[config.mk]
export PLATFORM = sky130hd
export DESIGN_NAME = chain_score
export DESIGN_NICKNAME = d
export VERILOG_FILES = /design/src/rtl/chain_score_pkg.sv /design/src/rtl/chain_score_ilog2.sv /design/src/rtl/chain_score.sv
export SDC_FILE = /design/constraint.sdc
export NUM_CORES = 1
export LEC_CHECK = 0
export CAP_MARGIN = 30
export CELL_PAD_IN_SITES_DETAIL_PLACEMENT = 0
export CELL_PAD_IN_SITES_GLOBAL_PLACEMENT = 2
export CORE_MARGIN = 2
export CORE_UTILIZATION = 37
export CTS_CLUSTER_DIAMETER = 30
export DETAILED_ROUTE_END_ITERATION = 16
export PLACE_DENSITY = 0.83
export REMOVE_ABC_BUFFERS = 1
export SYNTH_ARGS = -nofsm -noshare
export SYNTH_HDL_FRONTEND = slang
export SYNTH_SLANG_ARGS = --single-unit
[constraint.sdc]
create_clock -name clk -period 9.1 [get_ports clk]
set_input_delay 0.91 -clock clk [delete_from_list [all_inputs] [get_ports clk]]
set_output_delay 0.91 -clock clk [all_outputs]
set_load 0.02 [all_outputs]
[src/rtl/chain_score_pkg.sv]
// chain_score_pkg: widths, latencies and record types shared by the chain
// scorer and its ilog2 stage.
package chain_score_pkg;

  localparam int POS_W     = 32;  // anchor position width
  localparam int TAG_W     = 16;  // predecessor tag width
  localparam int SCORE_W   = 32;  // signed score width
  localparam int SPAN_W    = 8;   // seed span width
  localparam int Q_FRAC    = 8;   // fraction bits of avg_qspan_q8
  localparam int LIN_W     = 24;  // linear gap penalty width
  localparam int DD_W      = 16;  // dd bits feeding lin and ilog2
  localparam int LOG_W     = 5;   // ilog2 result width for a DD_W input
  localparam int CS_LAT    = 6;   // accept edge to FIFO write edge
  localparam int ILOG2_LAT = 3;   // ilog2 register stages

  // Fields that ride the delay line beside ilog2 (S3..S5).
  typedef struct packed {
    logic [SPAN_W-1:0] base;
    logic [LIN_W-1:0]  lin;
    logic              reject;
    logic [TAG_W-1:0]  tag;
  } cs_dly_t;

  // One buffered result.
  typedef struct packed {
    logic [SCORE_W-1:0] score;
    logic               reject;
    logic [TAG_W-1:0]   tag;
  } cs_res_t;

  function automatic int count_ones(input logic [CS_LAT-1:0] v);
    count_ones = 0;
    for (int i = 0; i < CS_LAT; i++) count_ones += int'(v[i]);
  endfunction

endpackage

[src/rtl/chain_score_ilog2.sv]
// ilog2: 3-stage floor(log2(v)) with ilog2(0) = 0.
// Ports:
//   clk, reset         clock, async active-high reset
//   v_valid, v         operand and its valid
//   log2_valid, log2   result and its valid, ILOG2_LAT edges later
module ilog2
  import chain_score_pkg::*;
#(
  parameter int W  = DD_W,
  parameter int OW = LOG_W
) (
  input  logic          clk,
  input  logic          reset,
  input  logic          v_valid,
  input  logic [W-1:0]  v,
  output logic          log2_valid,
  output logic [OW-1:0] log2
);

  logic          a_v_q, b_v_q, c_v_q;
  logic [W-1:0]  a_val_q;
  logic [OW-1:0] b_log_q, c_log_q, b_log_d;

  // Highest set bit wins; an all-zero operand yields 0.
  always_comb begin
    b_log_d = '0;
    for (int i = 0; i < W; i++) begin
      if (a_val_q[i]) b_log_d = OW'(i);
    end
  end

  always_ff @(posedge clk or posedge reset) begin
    if (reset) begin
      a_v_q   <= 1'b0;
      b_v_q   <= 1'b0;
      c_v_q   <= 1'b0;
      a_val_q <= '0;
      b_log_q <= '0;
      c_log_q <= '0;
    end else begin
      a_v_q   <= v_valid;
      a_val_q <= v;
      b_v_q   <= a_v_q;
      b_log_q <= b_log_d;
      c_v_q   <= b_v_q;
      c_log_q <= b_log_q;
    end
  end

  assign log2_valid = c_v_q;
  assign log2       = c_log_q;

endmodule

[src/rtl/chain_score.sv]
// chain_score: pipelined anchor-pair scorer with credit-controlled output FIFO.
// Ports:
//   clk, reset                      clock, async active-high reset
//   in_valid/in_ready               pair handshake
//   in_ri, in_qi, in_rj, in_qj      successor / predecessor positions
//   in_span, in_tag, avg_qspan_q8   seed span, pass-through tag, Q8.8 avg span
//   out_valid/out_ready             FIFO head handshake
//   out_score, out_reject, out_tag  result at FIFO head
module chain_score
  import chain_score_pkg::*;
#(
  parameter int MAX_DIST_X = 5000,
  parameter int MAX_DIST_Y = 5000,
  parameter int BW         = 500,
  parameter int FIFO_DEPTH = 8
) (
  input  logic               clk,
  input  logic               reset,
  input  logic               in_valid,
  output logic               in_ready,
  input  logic [POS_W-1:0]   in_ri,
  input  logic [POS_W-1:0]   in_qi,
  input  logic [POS_W-1:0]   in_rj,
  input  logic [POS_W-1:0]   in_qj,
  input  logic [SPAN_W-1:0]  in_span,
  input  logic [TAG_W-1:0]   in_tag,
  input  logic [15:0]        avg_qspan_q8,
  output logic               out_valid,
  input  logic               out_ready,
  output logic [SCORE_W-1:0] out_score,
  output logic               out_reject,
  output logic [TAG_W-1:0]   out_tag
);

  localparam int PTR_W = $clog2(FIFO_DEPTH);
  localparam int CNT_W = PTR_W + 1;
  localparam logic signed [POS_W:0] MAX_DQ = (POS_W+1)'(MAX_DIST_X);
  localparam logic signed [POS_W:0] MAX_DR = (POS_W+1)'(MAX_DIST_Y);

  logic accept, push, pop;
  assign accept = in_valid & in_ready;

  // S1: differences and range rejects
  logic                     s1_v_q, s1_rej_q, s1_rej_d;
  logic signed [POS_W:0]    s1_dq_q, s1_dr_q, s1_dq_d, s1_dr_d;
  logic [SPAN_W-1:0]        s1_span_q;
  logic [TAG_W-1:0]         s1_tag_q;
  logic [15:0]              s1_avg_q;

  always_comb begin
    s1_dq_d  = $signed({1'b0, in_qi}) - $signed({1'b0, in_qj});
    s1_dr_d  = $signed({1'b0, in_ri}) - $signed({1'b0, in_rj});
    s1_rej_d = (s1_dq_d <= 0) || (s1_dq_d > MAX_DQ) ||
               (s1_dr_d <= 0) || (s1_dr_d > MAX_DR);
  end

  // S2: band, base, linear penalty
  logic                     s2_v_q, s2_rej_q, s2_rej_d;
  logic signed [POS_W+1:0]  s2_diff;
  logic [POS_W+1:0]         s2_dd_abs;
  logic [DD_W-1:0]          s2_dd_q;
  logic [SPAN_W-1:0]        s2_base_q, s2_base_d;
  logic [LIN_W-1:0]         s2_lin_q, s2_lin_d;
  logic [TAG_W-1:0]         s2_tag_q;

  always_comb begin
    s2_diff   = (POS_W+2)'(s1_dr_q) - (POS_W+2)'(s1_dq_q);
    s2_dd_abs = s2_diff[POS_W+1] ? -s2_diff : s2_diff;
    s2_rej_d  = s1_rej_q | (s2_dd_abs > (POS_W+2)'(BW));
    s2_base_d = (s1_dq_q > $signed((POS_W+1)'(s1_span_q))) ? s1_span_q
                                                           : s1_dq_q[SPAN_W-1:0];
    s2_lin_d  = LIN_W'((32'(s2_dd_abs[DD_W-1:0]) * 32'(s1_avg_q)) >> Q_FRAC);
  end

  // S3..S5: delay line alongside ilog2
  cs_dly_t                  dly_q [ILOG2_LAT];
  logic [ILOG2_LAT-1:0]     dly_v_q;
  logic [LOG_W-1:0]         log2_w;
  logic                     log2_valid_unused;

  ilog2 #(.W(DD_W), .OW(LOG_W)) u_ilog2 (
    .clk        (clk),
    .reset      (reset),
    .v_valid    (s2_v_q),
    .v          (s2_dd_q),
    .log2_valid (log2_valid_unused),
    .log2       (log2_w)
  );

  // S6: final score
  logic                     s6_v_q, s6_rej_q;
  logic [SCORE_W-1:0]       s6_score_q, s6_score_d;
  logic [TAG_W-1:0]         s6_tag_q;

  always_comb begin
    s6_score_d = '0;
    if (!dly_q[ILOG2_LAT-1].reject)
      s6_score_d = SCORE_W'(dly_q[ILOG2_LAT-1].base) - SCORE_W'(dly_q[ILOG2_LAT-1].lin)
                   - SCORE_W'(log2_w >> 1);
  end

  always_ff @(posedge clk or posedge reset) begin
    if (reset) begin
      s1_v_q  <= 1'b0;
      s2_v_q  <= 1'b0;
      dly_v_q <= '0;
      s6_v_q  <= 1'b0;
    end else begin
      s1_v_q  <= accept;
      s2_v_q  <= s1_v_q;
      dly_v_q <= {dly_v_q[ILOG2_LAT-2:0], s2_v_q};
      s6_v_q  <= dly_v_q[ILOG2_LAT-1];
    end
  end

  // Datapath registers carry don't-care contents when their valid bit is clear.
  always_ff @(posedge clk) begin
    s1_dq_q    <= s1_dq_d;
    s1_dr_q    <= s1_dr_d;
    s1_rej_q   <= s1_rej_d;
    s1_span_q  <= in_span;
    s1_tag_q   <= in_tag;
    s1_avg_q   <= avg_qspan_q8;
    s2_dd_q    <= s2_dd_abs[DD_W-1:0];
    s2_rej_q   <= s2_rej_d;
    s2_base_q  <= s2_base_d;
    s2_lin_q   <= s2_lin_d;
    s2_tag_q   <= s1_tag_q;
    dly_q[0]   <= '{base: s2_base_q, lin: s2_lin_q, reject: s2_rej_q, tag: s2_tag_q};
    for (int i = 1; i < ILOG2_LAT; i++) dly_q[i] <= dly_q[i-1];
    s6_score_q <= s6_score_d;
    s6_rej_q   <= dly_q[ILOG2_LAT-1].reject;
    s6_tag_q   <= dly_q[ILOG2_LAT-1].tag;
  end

  // Output FIFO: credit accounting guarantees room for every S6 result.
  cs_res_t                  fifo_q [FIFO_DEPTH];
  logic [PTR_W-1:0]         wr_ptr_q, rd_ptr_q;
  logic [CNT_W-1:0]         cnt_q, cnt_d;
  cs_res_t                  head;

  assign push = s6_v_q;
  assign pop  = out_valid & out_ready;

  always_comb begin
    cnt_d = cnt_q;
    case ({push, pop})
      2'b10:   cnt_d = cnt_q + 1'b1;
      2'b01:   cnt_d = cnt_q - 1'b1;
      default: cnt_d = cnt_q;
    endcase
  end

  always_ff @(posedge clk or posedge reset) begin
    if (reset) begin
      wr_ptr_q <= '0;
      rd_ptr_q <= '0;
      cnt_q    <= '0;
    end else begin
      if (push) wr_ptr_q <= wr_ptr_q + 1'b1;
      if (pop)  rd_ptr_q <= rd_ptr_q + 1'b1;
      cnt_q <= cnt_d;
    end
  end

  always_ff @(posedge clk) begin
    if (push) fifo_q[wr_ptr_q] <= '{score: s6_score_q, reject: s6_rej_q, tag: s6_tag_q};
  end

  // Stale memory must not leak onto the ports after reset, so the head is gated.
  assign head       = fifo_q[rd_ptr_q];
  assign out_valid  = (cnt_q != '0);
  assign out_score  = out_valid ? head.score  : '0;
  assign out_reject = out_valid ? head.reject : 1'b0;
  assign out_tag    = out_valid ? head.tag    : '0;

  // Credits come from registered state only; a pop this cycle frees a slot next cycle.
  assign in_ready = !reset &&
    ((int'(cnt_q) + count_ones({s6_v_q, dly_v_q, s2_v_q, s1_v_q})) < FIFO_DEPTH);

endmodule

==> run_results.csv <==
group,metric,value,unit
run_status,outcome,"finished, final reports clean",
synth,yosys-top-cells-area,"edfxtp_1 (27%), dfxtp_1 (19%), fa_1 (11%), ha_1 (7.4%), mux4_2 (5.1%)",
routing,wl_per_cell,18.1,um
sta,post-route-period-util,0.960,
routing,routed-via-count,24700,
cells_and_area,fillers,9426,
cells_and_area,antenna_cells,0,
setup_path,r2r-start,"s1_dr_q[0]",
clock_network,cts.sinks,740,
routing,firstDrtPassIters,5,
synth,synth_top_cell_by_area,"edfxtp_1",
setup_path,r2r_cells,34,
setup_path,setup.reg_to_reg.worst_slack,0.36,ns
setup_path,crit_path_start,"s1_dr_q[0]",
routing,vias_per_cell,4.91,
synth,synth_most_common_cell,"inv_1",
routing,routed_wl,91.0,mm
synth,syn_inst,3251,
setup_path,arrival,9.30,ns
floorplan,fp.coreArea,102000,sq um
synth,syn_area,38300,sq um
clock_network,clk_pin_slew,0.06,ns
sta,worst_pin_slew,0.991,ns
synth,synth_common_cells,"inv_1 (400), dfxtp_1 (360), edfxtp_1 (344)",
clock_network,htreeDepth,3,
synth,async_flop_share,0.0486,
setup_path,end_kind,"flip-flop",
floorplan,dieArea,106000,sq um
setup_path,timing.rr.end,"s2_lin_q[18]",
cells_and_area,stdcell_area,46900,sq um
synth,syn_area_per_cell,11.8,sq um
sta,setup_viol,0,
placed_design,gp_congestion,0.837,
clock_network,cts_tree,"done",
setup_path,cp.required,9.66,ns
sta,relSlewSlack,0.322,
sta,finalHoldViolCount,0,
clock_network,insertion_delay,0.72,ns
cells_and_area,layout-drive-gt1-share,0.119,
global_routing,overflow,0,
clock_network,cts-buffers-inserted,114,
setup_path,worst_path_most_repeated_cell,"inv_1",
global_routing,grtUsageTotal,0.171,
floorplan,die-width,326,um
setup_path,cp_max_fo,18,
synth,synth_edf_count,344,
sta,fmax,0.114,GHz
routing,antenna_left,0,
placed_design,hpwl,64.0,mm
synth,ys_ff_latch,740,
global_routing,grt_max_degree,47,
global_routing,grt_pass1_vias,25400,
floorplan,fp.dieH,326,um
setup_path,max_stage_delay,0.57,ns
global_routing,grt_antenna_before_repair,2,
floorplan,ios,223,
global_routing,grt_first_pass_wirelength,144,mm
synth,synth_top_area_frac,0.270,
floorplan,rows,117,
floorplan,start_util,0.375,
setup_path,path_class,"reg2reg",
setup_path,slowest_stage,"or4_4",
cells_and_area,syn2layout_area_growth,22.4,%
clock_network,clockBufferDepth,3,
routing,route.detailed.drc,0,
synth,yosysSeqAreaShare,0.482,
sta,slew_violations,0,
sta,finClkSkew,0.0938,ns
routing,dr.first_iter.drc_count,1297,
synth,synth.distinct_cells,94,
run,cap_viol_max_count,0,
hold_path,hp-class,"reg2reg",
synth,yosys_warnings,0,
clock_network,root_buffer,"clkbuf_16",
setup_path,worstSetupEndpoint,"s2_lin_q[18]",
cells_and_area,final_nets,4163,
clock_network,ctsHoldBuffers,0,
synth,ys.flop_type,"dfxtp_1",
sta,post-route-min-period,8.74,ns
placed_design,place_area,42400,sq um
setup_path,cp-start-kind,"flip-flop",
placed_design,io_buffer_count,222,
## routing by layer
metal  track usage  up-vias  part of all wire
met1         0.235    12100              0.46
met3        0.0334       98             0.051
li1              -    12000                 -
met5             0        -                 0
met2         0.282      530              0.47
met4        0.0375        0             0.014
## worst max-delay path, delay by kind of cell, from the launching register on
| family | cells | cell delay [ns] |
|---|---|---|
| compound gates | 8 | 1.35 |
| flops | 1 | 0.31 |
| simple gates | 7 | 1.79 |
| buf+inv | 9 | 0.81 |
| fa+ha+maj | 10 | 4.34 |
## registers in the layout (all words and copies together) (netlist names), 3 cells and up
| register | cells |
|---|---|
| s1_span_q | 8 |
| s6_score_q | 26 |
| s2_lin_q | 24 |
| s2_tag_q | 16 |
| s1_avg_q | 16 |
| wr_ptr_q | 3 |
| s6_tag_q | 16 |
| u_ilog2.log2 | 3 |
| dly_q | 147 |
| s1_dr_q | 33 |
| u_ilog2.b_log_q | 3 |
| cnt_q | 4 |
| s2_base_q | 8 |
| rd_ptr_q | 3 |
| dly_v_q | 3 |
| s2_dd_q | 14 |
| fifo_q | 344 |
| s1_dq_q | 33 |
| u_ilog2.a_val_q | 14 |
| s1_tag_q | 16 |
## cell usage in the layout (no fill, tap or decap), types with 16 or more instances in the layout
cell type,instances
o211ai_1,25
nor2b_1,32
buf_4,62
o21ai_0,88
dfrtp_1,33
o21a_1,28
clkdlybuf4s50_1,222
a21oi_1,134
edfxtp_1,344
nand2b_1,23
nor2_1,166
or3_1,25
nand4_1,18
fa_1,200
clkbuf_16,117
nand3_1,34
dfxtp_1,360
ha_1,226
nand2_1,244
nor4_1,17
and2_1,123
inv_1,400
mux2i_1,52
nor3_1,45
mux4_2,86
xnor2_1,90
and3_1,16
a21o_1,56
xor2_1,49
## logic make-up (layout without fill, tap and decap cells)
family	after synthesis	count (layout)	share of synthesized area
AND/OR/NAND/NOR	810	810	0.106
multiplexers	146	146	0.0666
AO/OA/AOI/OAI	484	484	0.0836
buffers and inverters	497	911	0.0496
adder cells (fa/ha/maj)	428	428	0.179
flip-flops	740	740	0.482
XOR/XNOR	146	146	0.0334
## cell type report
class                   count  area (sq um)  share of cell area
multi-input cells        2014         18200               0.388
flip-flops and latches    740         18400               0.394
inverters                 400          1500              0.0320
repair buffers            293          2840              0.0606
clock buffers             125          2990              0.0638
clock inverters            93          1190              0.0254
well taps                1368          1710              0.0365
## worst min path at each step
stage	start	to	slack, ns	depth (start not counted)
after global routing	dly_q[0][31]	dly_q[0][80]	0.29	0
after CTS	dly_q[0][31]	dly_q[0][80]	0.28	0
after global placement	s1_tag_q[14]	s2_tag_q[14]	0.31	0
final	dly_q[0][31]	dly_q[0][80]	0.29	0
after detailed placement	dly_q[0][61]	dly_q[0][110]	0.31	0
after floorplan	s2_tag_q[0]	dly_q[0][0]	0.31	0
## through the flow
stage | setup TNS, ns | utilization | instances | hold WS, ns | setup slack (ns)
floorplan | -0.135 | - | 3154 | 0.310 | -0.0736
CTS | 0 | 0.456 | 5020 | 0.285 | 0.0521
finish | 0 | 0.459 | 5033 | 0.291 | 0.364
detailed placement | -0.762 | 0.415 | 4802 | 0.312 | -0.239
global route | -0.0227 | 0.459 | 5033 | 0.294 | -0.0227
global placement | -0.356 | 0.415 | 4802 | 0.310 | -0.177
## repair_timing
item	4_1_cts	5_1_grt
setup buffers	0	12
gates cloned	0	0
setup endpoints to repair	7	12
endpoints found under the hold margin	0	0
resized for setup	5	31
pin swaps	0	9
Power is left out: the tool's default activity adds up to more than one toggle a clock period on the data nets, which glitch-free logic cannot reach.
